File: src/rtl/cpu_types_pkg.sv
// Shared CPU types: RAM handshake states, word type and arbiter FSM states.
// Also holds the default arbiter timing constants.
package cpu_types_pkg;

  typedef logic [31:0] word_t;

  typedef enum logic [1:0] {
    FREE,
    BUSY,
    ACCESS,
    ERROR
  } ramstate_t;

  typedef enum logic [2:0] {
    IDLE,
    IGRANT,
    DGRANT,
    DONE,
    ERR
  } arb_state_t;

  localparam int ARB_TIMEOUT = 16;
  localparam int ARB_TIMER_W = $clog2(ARB_TIMEOUT);

endpackage

File: src/rtl/mem_access_arbiter_watchdog.sv
// Grant watchdog: counts stalled grant cycles and flags
// when the RAM has kept a grant waiting too long.
module arb_watchdog #(
  parameter int TIMEOUT = 16
) (
  input  logic CLK,
  input  logic nRST,
  input  logic clear,
  input  logic en,
  output logic expired
);

  localparam int TW = $clog2(TIMEOUT);

  logic [TW-1:0] timer;

  always_ff @(posedge CLK or negedge nRST) begin
    if (!nRST) begin
      timer <= '0;
    end else if (clear) begin
      timer <= '0;
    end else if (en && !expired) begin
      timer <= timer + 1'b1;
    end
  end

  assign expired = (timer == TW'(TIMEOUT - 1));

endmodule

File: src/rtl/mem_access_arbiter.sv
// Single-port RAM arbiter between fetch and data requesters.
// Data wins unless fetch has waited MAX_DSTREAK data grants.
module mem_access_arbiter
  import cpu_types_pkg::*;
#(
  parameter int TIMEOUT     = 16,
  parameter int MAX_DSTREAK = 4
) (
  input  logic      CLK,
  input  logic      nRST,
  input  logic      iREN,
  input  word_t     iaddr,
  input  logic      dREN,
  input  logic      dWEN,
  input  word_t     daddr,
  input  word_t     dstore,
  output logic      ihit,
  output word_t     iload,
  output logic      dhit,
  output word_t     dload,
  output logic      ramREN,
  output logic      ramWEN,
  output word_t     ramaddr,
  output word_t     ramstore,
  input  word_t     ramload,
  input  ramstate_t ramstate,
  output logic      arb_err
);

  localparam int SW = $clog2(MAX_DSTREAK + 1);

  arb_state_t    state, nxt;
  word_t         addr_r, store_r;
  word_t         iload_r, dload_r;
  logic          op_rd, op_wr, is_d;
  logic [SW-1:0] streak;

  logic granted, acc, stall;
  logic d_req, starve, d_win;
  logic wd_clear, wd_en, expired;

  assign granted = (state == IGRANT) ||
                   (state == DGRANT);
  assign acc     = (ramstate == ACCESS);
  assign stall   = (ramstate == FREE) ||
                   (ramstate == BUSY);

  assign d_req  = dREN | dWEN;
  assign starve = iREN &&
                  (streak == SW'(MAX_DSTREAK));
  assign d_win  = d_req && !starve;

  assign wd_clear = !granted || acc;
  assign wd_en    = granted && stall;

  arb_watchdog #(
    .TIMEOUT(TIMEOUT)
  ) u_wd (
    .CLK    (CLK),
    .nRST   (nRST),
    .clear  (wd_clear),
    .en     (wd_en),
    .expired(expired)
  );

  always_comb begin
    nxt = state;
    unique case (state)
      IDLE: begin
        if (d_win) begin
          nxt = DGRANT;
        end else if (iREN) begin
          nxt = IGRANT;
        end
      end
      IGRANT, DGRANT: begin
        if (acc) begin
          nxt = DONE;
        end else if (ramstate == ERROR) begin
          nxt = ERR;
        end else if (expired) begin
          nxt = ERR;
        end
      end
      DONE:    nxt = IDLE;
      ERR:     nxt = ERR;
      default: nxt = IDLE;
    endcase
  end

  always_ff @(posedge CLK or negedge nRST) begin
    if (!nRST) begin
      state   <= IDLE;
      addr_r  <= '0;
      store_r <= '0;
      iload_r <= '0;
      dload_r <= '0;
      op_rd   <= 1'b0;
      op_wr   <= 1'b0;
      is_d    <= 1'b0;
      streak  <= '0;
    end else begin
      state <= nxt;
      if (state == IDLE) begin
        if (d_win) begin
          addr_r  <= daddr;
          store_r <= dstore;
          op_wr   <= dWEN;
          op_rd   <= dREN & ~dWEN;
          is_d    <= 1'b1;
          streak  <= iREN ? streak + 1'b1 : '0;
        end else if (iREN) begin
          addr_r <= iaddr;
          op_wr  <= 1'b0;
          op_rd  <= 1'b0;
          is_d   <= 1'b0;
          streak <= '0;
        end else begin
          streak <= '0;
        end
      end
      if (granted && acc) begin
        if (!is_d) begin
          iload_r <= ramload;
        end else if (op_rd) begin
          dload_r <= ramload;
        end
      end
    end
  end

  assign ramREN = (state == IGRANT) ||
                  ((state == DGRANT) && op_rd);
  assign ramWEN = (state == DGRANT) && op_wr;

  assign ramaddr  = addr_r;
  assign ramstore = store_r;

  assign ihit    = (state == DONE) && !is_d;
  assign dhit    = (state == DONE) && is_d;
  assign iload   = iload_r;
  assign dload   = dload_r;
  assign arb_err = (state == ERR);

endmodule
File: config.mk
export PLATFORM = sky130hd
export DESIGN_NAME = mem_access_arbiter
export DESIGN_NICKNAME = d
export VERILOG_FILES = /design/src/rtl/cpu_types_pkg.sv /design/src/rtl/mem_access_arbiter_watchdog.sv /design/src/rtl/mem_access_arbiter.sv
export SDC_FILE = /design/constraint.sdc
export NUM_CORES = 1
export LEC_CHECK = 0
export ABC_AREA = 1
export CAP_MARGIN = 10
export CELL_PAD_IN_SITES_DETAIL_PLACEMENT = 2
export CELL_PAD_IN_SITES_GLOBAL_PLACEMENT = 2
export CORE_UTILIZATION = 23
export CTS_CLUSTER_SIZE = 25
export DETAILED_ROUTE_END_ITERATION = 8
export PLACE_DENSITY = 0.78
export SLEW_MARGIN = 15
export SYNTH_ARGS = -nofsm -noshare
export SYNTH_HDL_FRONTEND = slang
export SYNTH_SLANG_ARGS = --single-unit
File: constraint.sdc
create_clock -name CLK -period 1.7 [get_ports CLK]
set_input_delay 0.425 -clock CLK [delete_from_list [all_inputs] [get_ports CLK]]
set_output_delay 0.425 -clock CLK [all_outputs]
set_load 0.01 [all_outputs]
==> reports/metrics.yaml <==
path_cells: "inv_4 > nand3_4 > o21ai_2 > buf_4"
setup_ws_ps: -52.3
pin_count: 268
fp-row-count: 58
yosys.area.top_type: "dfrtp_1"
cts_buffers: 17
area_growth_syn_to_layout_pct: 64.1
synth_async_sr_flop_share_pct: 100
grt_usage_pct: 16.1
peakVddDrop_uv: 546
gp_congestion: 0.746
die_x_um: 164
r2r_setup_slack_ps: 70
synth_top_family_by_area: "simple AND/OR/NAND/NOR gates"
dp_hpwl_um: 15600
grt_pass1_wl_um: 33600
layout-drive-gt1-share_pct: 12.1
finalCritPeriodShare_pct: 103
syn_area_um2: 6040
placed_cell_area_um2: 9340
r2r_end: "ramaddr[20]"
fin_nets: 1119
reg2reg_depth: 9
grt_pass1_vias: 6202
muxShareOfSynthArea_pct: 0
io_buffers: 267
grt_overflow: 0
layout_min_cycle_time_ps: 1750
ys_seq_area_share_pct: 58.4
fmax_mhz: 571
postLayoutCellArea_um2: 9910
slew_headroom_pct: 74.7
cp_data_arrival_time_ps: 1330
critPathLaunchType: "flop"
synth_compound_area_share_pct: 10.8
hp-class: "in -> async"
violations: "negative setup slack"
setup_tns_ps: -90.4
n_antenna_cell: 0
wirelength_um: 21400
fp.coreArea_um2: 25500
synthSimpleGateAreaFrac_pct: 21.4
h-tree-depth: 4
synth_edf_count: 0
ys_ff_latch: 141
num_vias: 5769
wl_per_cell_um: 16.1
worst_pin_slew_ps: 380
synthAdderAreaFrac_pct: 0.622
drt_first_pass_iters: 4
cts_sinks: 141
drt_iter0_drc: 178
powerDensity_nw_per_um2: 1690
yosysMostFrequentCell: "nand2_1"
clk_latency_ps: 420
grt_setup_unrepaired: "true"
die_h_um: 164
crit_fanout: 4
crit_path_end: "ramREN"
ant_nets: 0
synth.net_count: 815
drc: 0
synth_area_leaders: "dfrtp_1 (58%), nand2_1 (17%), inv_1 (4.8%)"
cts_tree: "built"
dpl_worst_slack_ps: -221
routed_via_density: 4.36
synth_warnings: 0
yosys-top-cells-count: "nand2_1 (276), dfrtp_1 (141), inv_1 (77), o21ai_1 (54), o211ai_1 (32)"
antenna_found_initial: 0
fin_hold_ws_ps: 403
finalCoreUtilization_pct: 38.9
r2r-start: "state[0]"
finalSetupViolations: 3
max-cap-violations: 0
clk_pin_slew_worst_paths_ps: 60
cp-startpoint: "state[0]"
syn_avg_cell_area_um2: 8.92
start_util_pct: 23.7
die_area_um2: 26900
hold_violations: 0
clock_path_buffers: 2
cts_root_buffer: "clkbuf_16"
worst-endpoint-required_ps: 1270
finClkSkew_ps: 16.5
synthXorXnorAreaFrac_pct: 0.290
slowest_delay_ps: 470
synth_flop_cell: "dfrtp_1"
power_leakage_nw: 5.16
syn_inst: 677
fill_cells: 2857
maxSlewViolCount: 0
synth_cell_types: 30
run_status: "finished, violations left"
slowest_stage: "dfrtp_2"
cp-end-kind: "output port"
critPathKind: "reg -> out"
grt_max_degree: 63
yosysTopAreaCellShare_pct: 58.4
## flip-flops by register name, indices dropped and copies added (netlist names)
name / flops
ramaddr: 32
u_wd.timer: 4
streak: 3
iload: 32
op_wr: 1
op_rd: 1
dload: 32
state: 3
is_d: 1
ramstore: 32
## final cells by class
class | instances | area, um^2 | share of cell area, %
repair buffers | 316 | 3040 | 30.7
clock inverters | 14 | 125 | 1.26
clock buffers | 18 | 429 | 4.33
flip-flops and latches | 141 | 3530 | 35.6
inverters | 83 | 319 | 3.22
well taps | 330 | 413 | 4.17
multi-input cells | 422 | 2050 | 20.7
## cell families (layout without fill, tap and decap cells)
kind of cell / count (synthesis) / in the layout
AOI/OAI and AO/OA: 106 / 106
xor gates and xnor gates: 2 / 2
adders and majority gates: 3 / 3
buffers and inverters: 114 / 431
DFF: 141 / 141
and+or+nand+nor: 311 / 311
## layout by cell type, fill, tap and decap left out, types with 2 or more instances in the layout
| master | n |
|---|---|
| dfrtp_2 | 2 |
| o21ai_2 | 11 |
| nand3_4 | 4 |
| nand2_2 | 2 |
| ha_1 | 3 |
| inv_1 | 77 |
| clkdlybuf4s50_1 | 133 |
| inv_8 | 2 |
| clkbuf_16 | 19 |
| nor2_4 | 4 |
| nand2_1 | 275 |
| buf_4 | 38 |
| dfrtp_1 | 139 |
| nand3_1 | 9 |
| clkinvlp_4 | 2 |
| o21ai_1 | 54 |
| inv_4 | 3 |
| nor2_1 | 4 |
| buf_12 | 10 |
| buf_6 | 4 |
| inv_2 | 3 |
| clkinv_4 | 4 |
| dlygate4sd2_1 | 128 |
| o211ai_1 | 32 |
| inv_6 | 6 |
| nand4_1 | 6 |
| o21ai_0 | 6 |
| a21oi_1 | 2 |
## worst max-delay path: cells and delay by family, from the launching register on
kind	cells	cell delay, ps
buf+inv	2	250
compound gates	1	120
flops	1	470
simple gates	1	80
## worst min path at each step
stage | start | endpoint | slack, ps | depth (start not counted)
after floorplan | nRST | dload[0] | 130 | 0
after global placement | nRST | iload[3] | 260 | 1
after detailed placement | nRST | iload[3] | 260 | 1
after CTS | nRST | dload[3] | 380 | 2
after global routing | nRST | iload[3] | 410 | 2
final | nRST | dload[10] | 400 | 2
## routing by layer
layer,global-route usage [%],vias to the layer above,part of all wire (%)
met5,0,-,0
met4,4.38,0,1.0
met3,4.90,14,7.4
met2,27.6,185,49
met1,19.5,2830,43
li1,-,2740,-
## what timing repair did
action	in CTS	in global routing
pin swaps	3	5
setup buffers	3	4
gates resized for setup	163	11
gates cloned	0	2
setup endpoints to repair	133	21
endpoints found under the hold margin	11	0
hold buffers	1	0
## metrics by stage
stage / std cells / total power, mW
after global placement: 1282 / 13.6
after detailed placement: 1282 / 13.9
after floorplan: 677 / 9.11
after CTS: 1318 / 16.7
final: 1324 / 16.7
after global routing: 1324 / 18.0
## power breakdown
part	leakage [nW]	switching, mW	internal, mW	total (mW)
combinational	3.11	4.03	3.40	7.43
clock	0.267	1.67	1.93	3.59
sequential	1.78	0.838	4.86	5.70
(Power assumes the default switching activity.)
==> patch 1 (same flow settings) <==
Reset style: synchronous (`nRST`), changed in 2 clocked blocks.
--- a/src/rtl/mem_access_arbiter_watchdog.sv
+++ b/src/rtl/mem_access_arbiter_watchdog.sv
@@ -15,5 +15,5 @@
   logic [TW-1:0] timer;
 
-  always_ff @(posedge CLK or negedge nRST) begin
+  always_ff @(posedge CLK) begin
     if (!nRST) begin
       timer <= '0;
--- a/src/rtl/mem_access_arbiter.sv
+++ b/src/rtl/mem_access_arbiter.sv
@@ -89,5 +89,5 @@
   end
 
-  always_ff @(posedge CLK or negedge nRST) begin
+  always_ff @(posedge CLK) begin
     if (!nRST) begin
       state   <= IDLE;
Behaviour: differs if nRST is asserted again (counterexample within 4 cycles, from zero or initial values and one cycle with nRST low); with nRST held inactive, the same outputs for 4 cycles.
==> patch 1 against the unedited design <==
- area after synthesis is 1.1% lower
- cell area is 1.6% lower
- sequential share of layout area is 6.6 points lower
- setup slack better by 0.11 ns
- via count is 11% higher
- global-route usage is 1.6 points higher
- core utilization is 0.38 points lower
- largest cell class is now buffers
- sequential cell count stayed put
- first-iteration DRC count is 19% lower
- routed wire length is 7.2% higher
Power is not compared: it rests on default switching activity, and its combinational part moved more than twofold at a synthesized area within 25%.
==> patch 1: results (changes against the unedited design) <==
- WL met2: 11.6 mm (+11%)
* Hold crit path type: reg2reg
* Run status: complete, no violations
- The wire length of the first global-routing pass came to 36.8 mm (+9.4%).
- The average footprint of a synthesized cell was 6.96 um^2 (-22%).
- Area taken by flip-flops and latches: 0.00283 mm^2 (-20%)
* Fraction of registers with async set/reset: 0% (-100 points)
* Cell with the largest stage delay on the worst path: dfxtp_1
* DP Area: 0.00927 mm^2 (-0.82%)
- The worst register-to-register path begins at streak[0].
- Sequential area share after synthesis: 47.3% (-11 points)
* Number of buffers added for setup after CTS: 0 (-3)
- Number of vias per cell: 4.34 (-0.31%)
- Synth cell count leaders: 186 x nand2_1, 166 x nor2_1, 141 x dfxtp_1, 140 x inv_1, 65 x o21ai_0
* Ratio of cells with drive above 1 in the final layout: 8.96% (-3.1 points)
- The global router's overall resource usage was 17.7% (+1.6 points).
* Netlist cell types: 29 (-3.3%)
- Most used flip-flop cell after synthesis: dfxtp_1
- The pre-CTS setup slack was -0.297 ns (-0.0764 ns).
* Placed wire-length estimate after detailed placement: 17.1 mm (+9.8%)
- Internal reg-to-reg setup slack: 0.13 ns (+0.06 ns)
- The post-placement cell count is 1448 (+13%).
* Total length of routed wires: 22.9 mm (+7.2%)
* Stage delay of the slowest cell on the critical path: 0.34 ns (-0.13 ns)
- The violation count after the first detailed-route iteration was 144 (-19%).
- Number of global-route vias before repair: 7017 (+13%)
- The count of vias placed by the detailed router was 6429 (+11%).
* Cell types occupying the most area after synthesis: dfxtp_1 47%, nand2_1 12%, nor2_1 10%
- The critical path arrival is 1.22 ns (-0.11 ns).
* Met1 wire length: 9.32 mm (+2.1%)
- The global placer's final weighted congestion came to 0.723 (-3.1%).
- Fillcell total: 2982 (+4.4%)
* Met2 usage: 32.6% (+4.9 points)
- The relative slew slack came to 80.7% (+6.0 points).
- The routed wire length on met3 came to 1.59 mm (about the same).
## patch 1: changes by cell type in the layout (fill, tap and decap cells not counted), moves of 11 or more
cell and delta:
a21oi_1 +42, nand2_1 -90, dfxtp_1 +139, dfrtp_1 -139, nor2_1 +157, o21ai_2 -11
o21ai_0 +59, o21ai_1 -54, inv_1 +63
## patch 1: layout make-up
cell class,count,share of cell area [%]
Clock buffer,19,4.54
Clock inverter,13,1.85
Tap cell,330,4.23
Timing Repair Buffer,307,30.2
Inverter,146,5.62
Sequential cell,141,29.0
Multi-Input combinational cell,524,24.5
## patch 1: cell families (layout without fill, tap and decap cells)
group / count (synthesis) / after routing / share of synthesized area (%)
simple gates: 376 / 376 / 25.2
buf+inv: 193 / 485 / 13.2
compound gates: 142 / 142 / 13.3
flops: 141 / 141 / 47.3
fa+ha+maj: 3 / 3 / 0.628
xor+xnor: 3 / 3 / 0.440
## patch 1: worst min path at each step
stage | end | slack, ns | cells after the start | startpoint
global route | ramaddr[30] | 0.48 | 2 | ramaddr[30]
floorplan | op_wr | 0.44 | 2 | op_wr
global placement | ramaddr[1] | 0.45 | 2 | ramaddr[1]
finish | ramaddr[30] | 0.46 | 2 | ramaddr[30]
CTS | ramaddr[27] | 0.47 | 2 | ramaddr[27]
detailed placement | ramaddr[30] | 0.46 | 2 | ramaddr[30]
## patch 1: power groups by stage
stage | Clock (uW) | Combinational, uW | Sequential, uW
finish | 3990 | 2870 | 3950
global route | 4260 | 3180 | 4010
CTS | 4170 | 2910 | 3960
detailed placement | 0 | 3160 | 4030
global placement | 0 | 3070 | 4010
floorplan | 0 | 1190 | 4180
## patch 1: timing repair
item	4_1_cts	5_1_grt
endpoints found under the setup margin	133	9
resized for setup	150	15
endpoints found under the hold margin	0	0
pin swaps	0	1
==> patch 2 (config.mk and constraints unchanged) <==
Made on the original files. `TIMEOUT` is set to 16 in 2 places; all go to 8.
--- a/src/rtl/mem_access_arbiter_watchdog.sv
+++ b/src/rtl/mem_access_arbiter_watchdog.sv
@@ -2,5 +2,5 @@
 // when the RAM has kept a grant waiting too long.
 module arb_watchdog #(
-  parameter int TIMEOUT = 16
+  parameter int TIMEOUT = 8
 ) (
   input  logic CLK,
--- a/src/rtl/mem_access_arbiter.sv
+++ b/src/rtl/mem_access_arbiter.sv
@@ -4,5 +4,5 @@
   import cpu_types_pkg::*;
 #(
-  parameter int TIMEOUT     = 16,
+  parameter int TIMEOUT     = 8,
   parameter int MAX_DSTREAK = 4
 ) (
Behaviour: same outputs for any inputs over 4 cycles, from zero or initial values and one cycle with nRST low; that may be too few to reach the edited logic, so the function may still have changed.
==> patch 2 against the unedited design <==
- the flow still finishes with violations (negative setup slack)
- maximum frequency is essentially flat
- setup slack about the same
- sequential cell count down 1
- routed wire length grew 1.6%
- register-to-register slack better by 0.13 ns
- power up 1.2%
- area after synthesis shrank 0.81%
- count of clock-buffer cells in the layout stayed put
- cell area decreased by 1.0%
- core utilization fell by 0.17 points
- largest power group unchanged
==> patch 2: results (changes against the unedited design) <==
- Post-synthesis share of cell area spent on full adders, half adders and majority gates: 0.836% (+0.21 points)
- Classification of the worst setup path: reg2out
- Number of vias per cell: 4.34 (-0.33%)
* Reg-to-Reg Start: streak[0]
* Internal reg-to-reg setup slack: 0.20 ns (+0.13 ns)
- Post-synthesis compound-gate area fraction: 6.50% (-4.3 points)
- # setup viols final: 4 (+1)
- Global placement routability congestion: 0.770 (+3.1%)
- Final nets: 1138 (+1.7%)
* Fraction of synthesized area in multiplexers: 0% (unchanged)
* Internal: 10400 uW (+1.7%)
- The final setup skew was 0.0153 ns (-0.00118 ns).
- Xor and xnor fraction of the mapped netlist area: 0.293% (+0.0024 points)
* Total negative slack: -0.0861 ns (+0.00432 ns)
- The setup slack after layout came to -0.0519 ns (+0.000387 ns).
* Cell types occupying the most area after synthesis: dfrtp_1 59%, nand2_1 21%, o21ai_0 4.6%
- Static leakage: 0.00518 uW (+0.34%)
- Number of buffers between clock root and the deepest sink: 2 (unchanged)
- Placement Setup Slack: -0.239 ns (-0.0186 ns)
- Min-delay src: ramstore[24]
- The flow ran to the end, but the final reports show violations.
- The proportion of layout cells with a drive suffix above 1 was 10.6% (-1.5 points).
- Hold slack final: 0.468 ns (+0.0652 ns)
* Largest net degree at the start of global routing: 90 (+43%)
- The final HPWL from detailed placement is 16.3 mm (+4.4%).
* Launching element of the worst setup path: state[1]
- CTS placed an instance of clkbuf_16 at the clock tree root.
- The checks that failed: negative setup slack.
- The worst register-to-register path ends at ramaddr[27].
- Slew headroom: 66.1% (-8.6 points)
- Most common cell in the synthesized netlist: nand2_1
* Synthesized instance count: 699 (+3.2%)
* Largest voltage drop on the vdd net: 0.544 mV (-0.39%)
- Worst reg-to-reg path cell count: 10 (+1)
* Iter 0 DRT Violations: 182 (+2.2%)
* Sequential area share after synthesis: 58.5% (about the same)
* Antenna diode count: 0 (unchanged)
* TritonCTS Buffers: 17 (unchanged)
* Total length of routed wires: 21.7 mm (+1.6%)
* End point of the critical path: ramREN
- WHS Endpoint: ramstore[24]
* Number of port buffers: 267 (unchanged)
* Fraction of registers with async set/reset: 100% (unchanged)
* Overall Global Routing Usage: 16.6% (+0.42 points)
* Filler-free cell count of the finished design: 1342 (+1.4%)
* Crit-path max FO: 5 (+1)
- The post-synthesis net count came to 838 (+2.8%).
- Hold crit path type: reg2reg
- Wire length of the first global-routing pass: 34.4 mm (+2.1%)
- The total placed instance area is 0.00928 mm^2 (-0.70%).
* Synth cell count leaders: 334 x nand2_1, 140 x dfrtp_1, 55 x o21ai_0, 45 x inv_1, 37 x nand3_1
- The later-pin clock latency in the skew report came to 0.42 ns (about the same).
- Number of global-route vias before repair: 6478 (+4.5%)
- Netlist cell types: 24 (-20%)
[patch 2: cell types whose count changed after synthesis, moves of 27 or more]
cell,change
nand2_1,+58
o21ai_1,-38
o211ai_1,-32
inv_1,-32
o21ai_0,+48
nand3_1,+27
[patch 2: logic make-up (layout without fill, tap and decap cells)]
kind of cell | count (synthesis) | after routing
buf+inv | 83 | 396
xor+xnor | 2 | 2
compound gates | 77 | 77
fa+ha+maj | 4 | 4
flops | 140 | 140
simple gates | 393 | 393
[patch 2: tightest hold or removal path, stage by stage (launching register included)]
cell,delay [ns]
dfrtp_1,0.34
nand2_1,0.05
nand2_1,0.04
[patch 2: layer usage]
metal  track usage (%)  share of wire, %  vias up
li1                  -                 -     2772
met1              19.8                42     2852
met2              28.8                49      195
met3              5.66               8.2        9
met4              2.85              0.48        0
met5                 0                 0        -
[patch 2: layout make-up]
| class | count | area, um^2 |
|---|---|---|
| Clock inverter | 14 | 148 |
| Tap cell | 330 | 413 |
| Clock buffer | 18 | 439 |
| Inverter | 49 | 189 |
| Fill cell | 2913 | 15500 |
| Timing Repair Buffer | 315 | 3010 |
| Sequential cell | 140 | 3500 |
| Multi-Input combinational cell | 476 | 2110 |
[patch 2: power by group through the flow]
stage                     Clock (uW)  Sequential, uW  Combinational [uW]
after floorplan                    0            6490                2710
after global placement             0            5860                8050
after detailed placement           0            5930                8340
after CTS                       3910            5870                7450
after global routing            4030            6030                8140
final                           3780            5830                7310
[patch 2: repair_timing]
| item | 4_1_cts | 5_1_grt |
|---|---|---|
| pin swaps | 3 | 2 |
| endpoints found under the hold margin | 51 | 0 |
| hold buffers | 1 | 0 |
| gates resized for setup | 171 | 4 |
| setup buffers | 2 | 2 |
| setup endpoints to repair | 133 | 8 |
